File: src/rtl/tlp_pkg.sv
// Shared definitions for the TLP transmit credit gate: credit classes,
// transmit FSM states, TLP header field positions and header decode helpers.
// No ports; imported by tlp_fc_credit_bank and tlp_tx_credit_gate.
package tlp_pkg;

  // Flow-control credit classes. The encoding matches fc_upd_type on the port,
  // so an update's type can index the credit bank directly; 2'b11 selects nothing.
  localparam logic [1:0] CLS_P   = 2'b00;
  localparam logic [1:0] CLS_NP  = 2'b01;
  localparam logic [1:0] CLS_CPL = 2'b10;
  localparam int         NUM_CLS = 3;

  typedef enum logic [1:0] {
    ST_IDLE = 2'b00,
    ST_HDR  = 2'b01,
    ST_DATA = 2'b10
  } tx_state_e;

  // Header DW0 field positions.
  localparam int FMT_HI  = 31;
  localparam int FMT_LO  = 29;
  localparam int TYPE_HI = 28;
  localparam int TYPE_LO = 24;
  localparam int LEN_HI  = 9;
  localparam int LEN_LO  = 0;

  localparam logic [4:0] TYPE_MWR = 5'b00000;
  localparam logic [4:0] TYPE_CPL = 5'b01010;

  // One beat of payload holds at most 4 DW.
  localparam int MAX_LEN_DW = 4;

  // fmt[1] marks a TLP that carries a data payload.
  function automatic logic hdr_has_data(input logic [2:0] fmt);
    return fmt[1];
  endfunction

  function automatic logic [1:0] hdr_class(input logic has_data, input logic [4:0] typ);
    if (typ == TYPE_CPL)                 return CLS_CPL;
    else if (has_data && typ == TYPE_MWR) return CLS_P;
    else                                 return CLS_NP;
  endfunction

endpackage

File: src/rtl/tlp_fc_credit_bank.sv
// Per-class flow-control credit bank: cumulative limits and consumed counters
// for P, NP and CPL, header and data, with modular (wrapping) arithmetic.
// Ports: clk/rst; upd_* overwrites one class's limits; cons_* consumes credits
// for one TLP; chk_* selects the class/need to evaluate; hdr_ok_o/data_ok_o.
// Latency: updates and consumes take effect at the next clock edge.
module tlp_fc_credit_bank
  import tlp_pkg::*;
#(
  parameter int HDR_CW          = 8,
  parameter int DATA_CW         = 12,
  parameter int INIT_HDR_LIMIT  = 0,
  parameter int INIT_DATA_LIMIT = 0
) (
  input  logic               clk,
  input  logic               rst,
  input  logic               upd_vld_i,
  input  logic [1:0]         upd_cls_i,
  input  logic [HDR_CW-1:0]  upd_hdr_i,
  input  logic [DATA_CW-1:0] upd_data_i,
  input  logic               cons_vld_i,
  input  logic [1:0]         cons_cls_i,
  input  logic               cons_data_i,
  input  logic [1:0]         chk_cls_i,
  input  logic               chk_data_i,
  output logic               hdr_ok_o,
  output logic               data_ok_o
);

  logic [HDR_CW-1:0]  hdr_lim_q  [NUM_CLS];
  logic [HDR_CW-1:0]  hdr_cons_q [NUM_CLS];
  logic [DATA_CW-1:0] data_lim_q [NUM_CLS];
  logic [DATA_CW-1:0] data_cons_q[NUM_CLS];

  logic [HDR_CW-1:0]  hdr_avail;
  logic [DATA_CW-1:0] data_avail;

  // Limits and consumed counts are both free-running modulo 2^width, so the
  // difference is the number of credits still available even across wraps.
  assign hdr_avail  = hdr_lim_q[chk_cls_i]  - hdr_cons_q[chk_cls_i];
  assign data_avail = data_lim_q[chk_cls_i] - data_cons_q[chk_cls_i];
  assign hdr_ok_o   = (hdr_avail != '0);
  assign data_ok_o  = !chk_data_i || (data_avail != '0);

  // Limit overwrite and consume touch different registers, so a same-cycle
  // update and pop on one class are both applied.
  always_ff @(posedge clk or posedge rst) begin
    if (rst) begin
      for (int c = 0; c < NUM_CLS; c++) begin
        hdr_lim_q[c]   <= HDR_CW'(INIT_HDR_LIMIT);
        data_lim_q[c]  <= DATA_CW'(INIT_DATA_LIMIT);
        hdr_cons_q[c]  <= '0;
        data_cons_q[c] <= '0;
      end
    end else begin
      for (int c = 0; c < NUM_CLS; c++) begin
        if (upd_vld_i && upd_cls_i == 2'(c)) begin
          hdr_lim_q[c]  <= upd_hdr_i;
          data_lim_q[c] <= upd_data_i;
        end
        if (cons_vld_i && cons_cls_i == 2'(c)) begin
          hdr_cons_q[c] <= hdr_cons_q[c] + HDR_CW'(1);
          if (cons_data_i) begin
            data_cons_q[c] <= data_cons_q[c] + DATA_CW'(1);
          end
        end
      end
    end
  end

endmodule

File: src/rtl/tlp_tx_credit_gate.sv
// Credit gate between the TLP FIFO and the transmit link: pops a single-beat TLP
// only when its class has header (and data) credits, then sends header + optional data beat.
// Latency: header beat the cycle after the pop; at least one idle cycle between TLPs.
// Backpressure: in_ready low while busy or credit-starved (head-of-line blocks); tx_* hold while !tx_ready.
// Ports: clk/rst; in_* from the FIFO (in_ready is the pop strobe); tx_* link stream;
// fc_upd_* credit-limit updates; credit_blocked status; err_malformed drop pulse.
module tlp_tx_credit_gate
  import tlp_pkg::*;
#(
  parameter int TLP_DATA_WIDTH  = 128,
  parameter int TLP_HDR_WIDTH   = 128,
  parameter int HDR_CW          = 8,
  parameter int DATA_CW         = 12,
  parameter int INIT_HDR_LIMIT  = 0,
  parameter int INIT_DATA_LIMIT = 0
) (
  input  logic                      clk,
  input  logic                      rst,
  input  logic [TLP_DATA_WIDTH-1:0] in_data,
  input  logic [TLP_HDR_WIDTH-1:0]  in_hdr,
  input  logic                      in_valid,
  output logic                      in_ready,
  output logic [TLP_HDR_WIDTH-1:0]  tx_data,
  output logic                      tx_valid,
  output logic                      tx_sop,
  output logic                      tx_eop,
  input  logic                      tx_ready,
  input  logic                      fc_upd_valid,
  input  logic [1:0]                fc_upd_type,
  input  logic [HDR_CW-1:0]         fc_upd_hdr,
  input  logic [DATA_CW-1:0]        fc_upd_data,
  output logic                      credit_blocked,
  output logic                      err_malformed
);

  tx_state_e                 state_q;
  logic [TLP_DATA_WIDTH-1:0] data_q;
  logic                      has_data_q;
  logic [TLP_HDR_WIDTH-1:0]  tx_data_q;
  logic                      tx_valid_q;
  logic                      tx_sop_q;
  logic                      tx_eop_q;
  logic                      err_q;

  // Head-of-FIFO decode.
  logic       has_data;
  logic [9:0] len;
  logic [1:0] cls;
  logic       malformed;
  logic       hdr_ok;
  logic       data_ok;
  logic       credit_ok;
  logic       idle;
  logic       pop_good;
  logic       pop_bad;

  assign has_data  = hdr_has_data(in_hdr[FMT_HI:FMT_LO]);
  assign len       = in_hdr[LEN_HI:LEN_LO];
  assign cls       = hdr_class(has_data, in_hdr[TYPE_HI:TYPE_LO]);
  assign malformed = has_data && (len == '0 || len > 10'(MAX_LEN_DW));
  assign credit_ok = hdr_ok && data_ok;

  // rst is folded in so the combinational outputs read 0 while reset is held,
  // even if the FIFO presents a malformed entry that would otherwise be popped.
  assign idle           = !rst && (state_q == ST_IDLE);
  assign in_ready       = idle && in_valid && (malformed || credit_ok);
  assign credit_blocked = idle && in_valid && !malformed && !credit_ok;
  assign pop_good       = in_ready && !malformed;
  assign pop_bad        = in_ready && malformed;

  tlp_fc_credit_bank #(
    .HDR_CW         (HDR_CW),
    .DATA_CW        (DATA_CW),
    .INIT_HDR_LIMIT (INIT_HDR_LIMIT),
    .INIT_DATA_LIMIT(INIT_DATA_LIMIT)
  ) u_bank (
    .clk        (clk),
    .rst        (rst),
    .upd_vld_i  (fc_upd_valid),
    .upd_cls_i  (fc_upd_type),
    .upd_hdr_i  (fc_upd_hdr),
    .upd_data_i (fc_upd_data),
    .cons_vld_i (pop_good),
    .cons_cls_i (cls),
    .cons_data_i(has_data),
    .chk_cls_i  (cls),
    .chk_data_i (has_data),
    .hdr_ok_o   (hdr_ok),
    .data_ok_o  (data_ok)
  );

  always_ff @(posedge clk or posedge rst) begin
    if (rst) begin
      state_q    <= ST_IDLE;
      data_q     <= '0;
      has_data_q <= 1'b0;
      tx_data_q  <= '0;
      tx_valid_q <= 1'b0;
      tx_sop_q   <= 1'b0;
      tx_eop_q   <= 1'b0;
      err_q      <= 1'b0;
    end else begin
      err_q <= pop_bad;
      unique case (state_q)
        ST_IDLE: begin
          if (pop_good) begin
            data_q     <= in_data;
            has_data_q <= has_data;
            tx_data_q  <= in_hdr;
            tx_valid_q <= 1'b1;
            tx_sop_q   <= 1'b1;
            tx_eop_q   <= !has_data;
            state_q    <= ST_HDR;
          end
        end
        ST_HDR: begin
          if (tx_ready) begin
            if (has_data_q) begin
              tx_data_q <= data_q;
              tx_sop_q  <= 1'b0;
              tx_eop_q  <= 1'b1;
              state_q   <= ST_DATA;
            end else begin
              tx_data_q  <= '0;
              tx_valid_q <= 1'b0;
              tx_sop_q   <= 1'b0;
              tx_eop_q   <= 1'b0;
              state_q    <= ST_IDLE;
            end
          end
        end
        ST_DATA: begin
          if (tx_ready) begin
            tx_data_q  <= '0;
            tx_valid_q <= 1'b0;
            tx_eop_q   <= 1'b0;
            state_q    <= ST_IDLE;
          end
        end
        default: begin
          tx_valid_q <= 1'b0;
          state_q    <= ST_IDLE;
        end
      endcase
    end
  end

  assign tx_data       = tx_data_q;
  assign tx_valid      = tx_valid_q;
  assign tx_sop        = tx_sop_q;
  assign tx_eop        = tx_eop_q;
  assign err_malformed = err_q;

endmodule

File: config.mk
export PLATFORM = sky130hd
export DESIGN_NAME = tlp_tx_credit_gate
export DESIGN_NICKNAME = d
export VERILOG_FILES = /design/src/rtl/tlp_pkg.sv /design/src/rtl/tlp_fc_credit_bank.sv /design/src/rtl/tlp_tx_credit_gate.sv
export SDC_FILE = /design/constraint.sdc
export NUM_CORES = 1
export LEC_CHECK = 0
export ABC_CLOCK_PERIOD_IN_PS = 12750
export CAP_MARGIN = 5
export CORE_ASPECT_RATIO = 1.1
export CORE_UTILIZATION = 46
export CTS_CLUSTER_SIZE = 12
export DETAILED_ROUTE_END_ITERATION = 10
export GPL_ROUTABILITY_DRIVEN = 0
export PLACE_DENSITY = 0.88
export SLEW_MARGIN = 0
export SYNTH_ARGS = -nofsm -noshare
export SYNTH_HDL_FRONTEND = slang
export SYNTH_SLANG_ARGS = --single-unit
File: constraint.sdc
create_clock -name clk -period 12.75 [get_ports clk]
set_input_delay 1.275 -clock clk [delete_from_list [all_inputs] [get_ports clk]]
set_output_delay 1.275 -clock clk [all_outputs]
set_load 0.1 [all_outputs]
### Word level (Yosys, flattened, before mapping)

Index checks and enable logic that the tools add are counted.

* $add $sub $neg: 8
* multiplexer cells: 34
* equal/unequal tests: 11
* reduce and logical (&&, ||, !) cells: 40
* bitwise gates (word level): 1
* $lt $le $gt $ge: 2

Operators by type and width (number)
* 128-bit 2-to-1 mux: 4
* 128-bit case mux with 3 select lines: 1
* 12-bit binary-select mux with 2-bit select: 2
* 12-bit 2-to-1 mux: 4
* 12-bit by 1-bit adder with 12-bit output (second input constant): 3
* 8-bit binary-select mux with 2-bit select: 2
* 8-bit 2-to-1 mux: 4
* 8-bit by 1-bit adder with 8-bit output (second input constant): 3
* 1-bit logical AND: 16
* 12-bit nonzero test: 1
* 12-bit subtractor: 1
* 10-bit by 3-bit > comparator with 1-bit output (second input constant): 1
* 10-bit zero test: 1
* 2-bit 2-to-1 mux: 5
* 1-bit 2-to-1 mux: 8
* 2-bit AND reduction: 4
* 4-bit AND reduction: 2
* 8-bit nonzero test: 1
* 8-bit subtractor: 1
* 2-bit by 1-bit == test with 1-bit output (second input constant): 3
* 2-bit == test (second input constant): 3
* 2-bit zero test: 3
* 2-bit != test (second input constant): 3
* 1-bit case mux with 3 select lines: 2
* 12 further kinds: 18

* register bits: 383
* bits of input ports: 283

### Depth between registers and ports, before layout

Gate-level depths: netlist (run 1).

* word-level depth: 17
* mapped depth: 20
* gate-level depth less buffers: 14

### Cells and area by module

Synthesis (run 1) repeated with hierarchy kept, for this count alone.

* cells, all modules: 1599
* area total of the unflattened synthesis: 18482.7 um^2

By module, submodules not included
* tlp_tx_credit_gate: times used 1, cells each 1028, area each 12101.6 um^2, sequential area each 6581.3 um^2
* tlp_fc_credit_bank: times used 1, cells each 571, area each 6381.1 um^2, sequential area each 3002.9 um^2

### Worst setup path before layout (run 1)

No wires, ideal clock.

* kind: input to output
* start point: input rst
* end point: output in_ready
* slack: -277 ps
* cell stages on the path: 3
* path buffers: 0
* data required time: 11475 ps
* data arrival time: 11752 ps
* cell sequence: inv_1 nand3_1 a21oi_1

* longest elaborated chain between the ends: 4

Ends and longest elaborated chain
* start, declared: line tlp_tx_credit_gate.sv:18 `input logic rst,`
* 1-bit zero test (no line)
* 1-bit logical AND: line tlp_tx_credit_gate.sv:65 `assign idle = !rst && (state_q == ST_IDLE);`
* 1-bit logical AND (2 in a row): line tlp_tx_credit_gate.sv:66 `assign in_ready = idle && in_valid && (malformed || credit_ok);`
* end, declared: line tlp_tx_credit_gate.sv:22 `output logic in_ready,`

Every way passes these cells.

### Worst setup path in the final report (run 1)

* start point: input in_hdr[30]
* end point: output credit_blocked

* longest elaborated chain between the ends: 13

Ends and longest elaborated chain
* start, declared: line tlp_tx_credit_gate.sv:20 `input logic [TLP_HDR_WIDTH-1:0] in_hdr,`
* 1-bit logical AND: line tlp_pkg.sv:40 `else if (has_data && typ == TYPE_MWR) return CLS_P;`
* 1-bit 2-to-1 mux: line tlp_pkg.sv:40
* 2-bit 2-to-1 mux: line tlp_pkg.sv:39 `if (typ == TYPE_CPL) return CLS_CPL;`
* 2-bit inverter with 3-bit output (implied by the code): line tlp_fc_credit_bank.sv:39, tlp_fc_credit_bank.sv:40
* 12-bit binary-select mux with 2-bit select: line tlp_fc_credit_bank.sv:40 `assign data_avail = data_lim_q[chk_cls_i] - data_cons_q[chk_cls_i];`
* 12-bit 2-to-1 mux (implied by the code) (2 in a row): line tlp_fc_credit_bank.sv:40
* 12-bit subtractor: line tlp_fc_credit_bank.sv:40
* 12-bit nonzero test: line tlp_fc_credit_bank.sv:42 `assign data_ok_o = !chk_data_i || (data_avail != '0);`
* 1-bit logical OR: line tlp_fc_credit_bank.sv:42
* 1-bit logical AND: line tlp_tx_credit_gate.sv:61 `assign credit_ok = hdr_ok && data_ok;`
* 1-bit zero test: line tlp_tx_credit_gate.sv:67 `assign credit_blocked = idle && in_valid && !malformed && !credit_ok;`
* 1-bit logical AND *: line tlp_tx_credit_gate.sv:67
* end, declared: line tlp_tx_credit_gate.sv:32 `output logic credit_blocked,`

Every way passes the cells marked *; elsewhere a longest branch is shown, timed or not. The select of a mux whose other input is x is not followed.

==> flow_summary.ini, run 1 <==
[placed_design]
dpl.cell_count = 2700
placed_cell_area_sq_um = 22590
io_buffers = 416
pre_cts_slack_ps = 4166
place_hpwl_mm = 39.03

[floorplanning]
ios = 417
die_x_microns = 191.2
die_area_sq_um = 40160
core_area_sq_um = 38470
initial_utilization_pct = 47.06
die_h_microns = 210.1
row_count = 75

[pwr]
ir_worst_vdd_mv = 0.2533
p_per_area_nw_per_um2 = 268.8
finalPower_mw = 6.438
cellLeakagePower_nw = 11.09

[final_layout]
multi_input_area_sq_um = 7552
finish.instance_area_sq_um = 23960
post_route_cells_drive_above_1_share_pct = 7.757
final_common_cell = nand2_1
stdcell_count = 2774
seqCellArea_sq_um = 9584
final_cell_mix = 540 x nand2_1, 415 x clkdlybuf4s50_1, 383 x dfrtp_1
syn_to_final_growth_pct = 32.30
nFillCells = 2899
finalNetCount = 2555

[hold_path]
worstHoldStart = u_bank.hdr_cons_q[23]
hold_path_class = flop to flop

[global_routing]
antenna_found_initial = 7
grt_pass1_vias = 15840
gr-total-overflow = 0
grt_pass1_wl_mm = 86.76
grt_max_degree = 106
grtUsageMet2_pct = 45.41
busiest_layer = met2
use_met1_pct = 33.69
groute.layer.met3.usage_pct = 6.593
grtUsageTotal_pct = 27.71

[synthesis]
synth_edf_count = 0
yosysWarnings = 0
synth_fa_ha_area_share_pct = 1.935
synth_xor_xnor_area_share_pct = 2.854
synthArstFlopShare_pct = 100.0
synthesis.nets = 2177
yosysTopAreaCell = dfrtp_1
yosys-top-cells-area = dfrtp_1 53%, nand2_1 11%, mux2_1 6.8%
synthMuxAreaShare_pct = 12.30
synthesis.area_sq_um = 18110
synth_seq_cells = 383
syn_area_per_cell_sq_um = 9.704
ys.flop_type = dfrtp_1
synth_seq_area_share_pct = 52.93
synth_compound_area_share_pct = 7.421
synth_top_area_share_pct = 52.93
synth_cell_types = 56
synth_cells = 1866
synth_simple_gate_area_share_pct = 16.92
synth_top_family_by_area = simple AND/OR/NAND/NOR gates

[worst_setup_path]
path_max_fanout = 24
cp_slowest_stage_delay_ps = 1160
cp-startpoint = in_hdr[30]
slowest_stage = clkdlybuf4s50_1
cp_data_arrival_time_ps = 7600
start_kind = primary input
worst-setup-path-type = primary input to output pin
worstPathCellList = clkdlybuf4s50_1 > buf_4 > nor3b_1 > nand2_1 > o22ai_1 > nor2_1 > ha_1 > a21oi_1 > nor2b_1 > o21ai_0 > a31oi_1 > or4_1 > a2111oi_2 > or2_2 > nor2b_1 > clkdlybuf4s50_1
worstSetupEndpointType = output pin
critPathRequiredTime_ps = 11480
r2r_start = u_bank.hdr_cons_q[4]

[clock_network]
htree_levels = 2
clockBufferDepth = 3
clkTransAtPathRegs_ps = 60
cts.sinks = 383
post_cts_resized = 0
cts_made_buffers = 42
post_cts_buffers = 0
tritoncts = yes
hold_buffers = 0
cts_root_buffer = clkbuf_16
clk_latency_ps = 550

[route]
ant_nets = 0
drt_pre_antenna_iters = 9
wl_per_cell_microns = 20.63
vias_per_cell = 5.612
drt-total-wl_mm = 57.24
drtIter0Drc = 1518
vias = 15570
drc = 0

[flow_run]
max-cap-violations = 0

[timing]
finalMaxSlewViolations = 0
hold_viol_final = 0
min_period_ps = 8877
rsz0062_at_grt = no
worst_pin_slew_ps = 1276
finClkSkew_ps = 30.38
finalSetupViolations = 0
timing.fmax_mhz = 112.6
setup_ws_ps = 3873
fin_setup_tns_ps = 0
relSlewSlack_pct = 14.69
period_share_pct = 69.62

[status]
status = completed
registers in the layout (all words and copies together) (netlist names):
register,cells
tx_data,128
u_bank.data_lim_q,36
state_q,2
tx_eop,1
has_data_q,1
u_bank.data_cons_q,36
tx_sop,1
err_malformed,1
tx_valid,1
u_bank.hdr_cons_q,24
data_q,128
u_bank.hdr_lim_q,24
critical path, delay by kind of cell:
family / cells / cell delay, ps
fa+ha+maj: 1 / 360
compound gates: 5 / 1710
simple gates: 7 / 2350
buf+inv: 3 / 1900
cells in the mapped netlist (22+ instances only):
cell      instances
inv_1           142
clkbuf_1         63
dfrtp_1         383
ha_1             28
nand3_1          26
nor2_1           59
o21ai_0         142
xor2_1           27
nand2_1         540
nand4_1          22
mux2_1          110
mux2_2           86
xnor2_1          32
power breakdown:
part	leakage, nW	internal (mW)	switching (mW)
combinational	5.65	0.903	2.38
sequential	4.78	1.68	0.277
clock	0.661	0.720	0.484
total	11.1	3.30	3.14
layout make-up:
| class | instances | share of cell area [%] |
|---|---|---|
| Clock inverter | 9 | 0.6059 |
| Clock buffer | 60 | 5.051 |
| Tap cell | 500 | 2.612 |
| Multi-Input combinational cell | 1242 | 31.53 |
| Inverter | 142 | 2.241 |
| Antenna cell | 5 | 0.05223 |
| Timing Repair Buffer | 433 | 17.90 |
| Sequential cell | 383 | 40.01 |
routing by layer:
metal  vias up  share of wire [%]  routed length (microns)
li1       6920                  -                        -
met1      7525                 37                    21220
met2       898                 48                    27270
met3       221                9.6                     5477
met4         4                5.7                     3252
met5         -              0.040                       23
cells by family (layout without fill, tap and decap cells):
logic type,count (synthesis),count (layout)
compound gates,225,225
xor+xnor,59,59
fa+ha+maj,28,28
buf+inv,241,644
flops,383,383
mux,198,198
other cells,0,5
simple gates,732,732
metrics by stage:
| step | hold WS [ps] | utilization (%) |
|---|---|---|
| after floorplan | 433.2 | - |
| after global placement | 456.2 | 58.71 |
| after detailed placement | 449.4 | 58.71 |
| after CTS | 461.3 | 62.23 |
| after global routing | 481.7 | 62.26 |
| final | 464.6 | 62.26 |
final timing paths:
path / end / slack [ps] / cells after the start
setup reg to reg: tx_data[33] / 7140 / 13
hold reg to reg: u_bank.hdr_cons_q[23] / 460 / 1
min in group asynchronous: u_bank.data_lim_q[0] / 1360 / 3
max in group asynchronous: u_bank.data_lim_q[8] / 8380 / 6
setup / recovery: credit_blocked / 3870 / 16
hold / removal: u_bank.hdr_cons_q[23] / 460 / 1
Note: power is estimated with default switching activity, not from simulation.
==> run 2: changes to the inputs <==
--- a/config.mk
+++ b/config.mk
@@ -5,14 +5,14 @@
 export SDC_FILE = /design/constraint.sdc
 export NUM_CORES = 1
 export LEC_CHECK = 0
-export ABC_CLOCK_PERIOD_IN_PS = 12750
+export ABC_CLOCK_PERIOD_IN_PS = 9180
 export CAP_MARGIN = 5
 export CORE_ASPECT_RATIO = 1.1
-export CORE_UTILIZATION = 46
+export CORE_UTILIZATION = 51
 export CTS_CLUSTER_SIZE = 12
 export DETAILED_ROUTE_END_ITERATION = 10
 export GPL_ROUTABILITY_DRIVEN = 0
-export PLACE_DENSITY = 0.88
+export PLACE_DENSITY = 0.92
 export SLEW_MARGIN = 0
 export SYNTH_ARGS = -nofsm -noshare
 export SYNTH_HDL_FRONTEND = slang
==> constraint.sdc (replaced) <==
create_clock -name clk -period 9.18 [get_ports clk]
set_input_delay 0.918 -clock clk [delete_from_list [all_inputs] [get_ports clk]]
set_output_delay 0.918 -clock clk [all_outputs]
set_load 0.1 [all_outputs]
==> run 2 against run 1 <==
- sequential cell count unchanged
- largest cell class unchanged
- register-to-register slack worse by 2700 ps
- hold slack gained 8.3 ps
- first-iteration DRC count grew 18%
- sequential share of layout area up 0.090 points
- die area is 9.7% lower
- sequential power is 38% higher
==> flow_summary.ini, run 2 (synthesized netlist as in run 1, its figures left out) <==
[final_layout]
multi_input_area_sq_um = 7546
final_cell_mix = 540 x nand2_1, 415 x clkdlybuf4s50_1, 383 x dfrtp_1
finalNetCount = 2553
post_route_cells_drive_above_1_share_pct = 7.838
syn_to_final_growth_pct = 32.00
seqCellArea_sq_um = 9584
stdcell_count = 2719
final_common_cell = nand2_1
nFillCells = 2371

[pwr]
sw_frac_of_total_pct = 48.81
cellLeakagePower_nw = 11.10
ir_worst_vdd_mv = 0.2412
pwr-share-comb_pct = 51.1
p_clk_share_pct = 18.7
pwr-share-seq_pct = 30.3
switching_power_mw = 4.373
p_int_mw = 4.586
p_per_area_nw_per_um2 = 374.8

[floorplanning]
die_area_sq_um = 36260
core_area_sq_um = 35040
die_h_microns = 199.6
die_x_microns = 181.7
initial_utilization_pct = 51.67
row_count = 72
ios = 417

[timing]
hold_viol_final = 0
timing.fmax_mhz = 124.9
hold_slack_ps = 472.9
fin_setup_tns_ps = 0
finalMaxSlewViolations = 0
worst_pin_slew_ps = 1240
min_period_ps = 8008
finClkSkew_ps = 27.41
rsz0062_at_grt = no
relSlewSlack_pct = 17.06
finalSetupViolations = 0
period_share_pct = 87.23

[global_routing]
grtUsageTotal_pct = 30.69
grt_pass1_wl_mm = 86.29
gr-total-overflow = 0
grt_max_degree = 171
antenna_found_initial = 4
grt_pass1_vias = 15750

[clock_network]
tritoncts = yes
cts_made_buffers = 42
clk_latency_ps = 540
post_cts_buffers = 0
cts.sinks = 383
clkTransAtPathRegs_ps = 60
htree_levels = 2
cts_root_buffer = clkbuf_16
hold_buffers = 0
post_cts_resized = 0
clockBufferDepth = 3

[worst_setup_path]
start_kind = primary input
worst-setup-path-type = primary input to output pin
r2r_start = u_bank.data_cons_q[31]
ff2ff_path_depth = 12
critPathRequiredTime_ps = 8260
cp-startpoint = in_hdr[30]
worstSetupEndpointType = output pin
rrSetupSlack_ps = 4440
path_max_fanout = 27
cp_data_arrival_time_ps = 7090

[hold_path]
worstHoldStart = data_q[35]
hold_path_class = flop to flop
hold_depth = 2

[route]
wl_per_cell_microns = 20.86
drt_pre_antenna_iters = 10
ant_nets = 0
vias = 15700
met3_length_mm = 6.246
drc = 0
drt-met1-wl_mm = 20.22
wl_met2_mm = 26.24
drt-total-wl_mm = 56.71
drtIter0Drc = 1791
vias_per_cell = 5.775
dr.max_layer_used = met4

[placed_design]
place_hpwl_mm = 38.14
io_buffers = 416
dpl.cell_count = 2642

[flow_run]
max-cap-violations = 0

[status]
status = completed
[run 2: path summary, 6_finish.rpt]
| check | end |
|---|---|
| max in group asynchronous | u_bank.data_cons_q[13] |
| worst min register to register | data_q[35] |
| min in group asynchronous | data_q[93] |
| worst min-delay path | data_q[35] |
| worst max register to register | state_q[1] |
| worst max-delay path | credit_blocked |
[run 2: final cells by class]
cell class              instances  area share [%]
clock buffers                  63           5.235
diodes                          4         0.04188
well taps                     444           2.324
clock inverters                10          0.4450
flip-flops and latches        383           40.10
repair buffers                431           18.04
inverters                     142           2.246
multi-input cells            1242           31.57
[run 2: worst max-delay path: stages]
cell and delay (ps):
clkdlybuf4s50_1 470, buf_4 250, nor3b_1 480, and2_1 890, a222oi_1 290, ha_1 500, o21ai_0 170, a31oi_1 220
o2111ai_1 160, o21bai_1 190, or4_1 560, a2111oi_2 440, or2_2 210, nor2b_1 160, clkdlybuf4s50_1 1170
[run 2: power by group through the flow]
| stage | Combinational (mW) | Clock, mW | Sequential (mW) |
|---|---|---|---|
| 4_1_cts | 4.56 | 1.70 | 2.70 |
| 3_5_place_dp | 4.52 | 0 | 2.72 |
| 2_1_floorplan | 1.34 | 0 | 4.67 |
| 3_3_place_gp | 4.41 | 0 | 2.68 |
| 6_report | 4.57 | 1.67 | 2.71 |
| 5_1_grt | 4.77 | 1.77 | 2.78 |
[run 2: metrics by stage]
stage | cell area, sq um | total power [mW] | utilization [%] | worst slack (ps)
global placement | 22530 | 7.089 | 64.30 | 1704
global route | 23900 | 9.310 | 68.21 | 858.7
detailed placement | 22530 | 7.243 | 64.30 | 1400
CTS | 23890 | 8.954 | 68.18 | 1381
finish | 23900 | 8.958 | 68.21 | 1172
floorplan | 18110 | 6.006 | - | 420.9
[run 2: metal layers]
layer | vias to the layer above | GRT usage [%]
li1 | 6930 | -
met1 | 7563 | 35.76
met2 | 955 | 49.09
met3 | 255 | 9.841
met4 | 0 | 19.90
met5 | - | 0
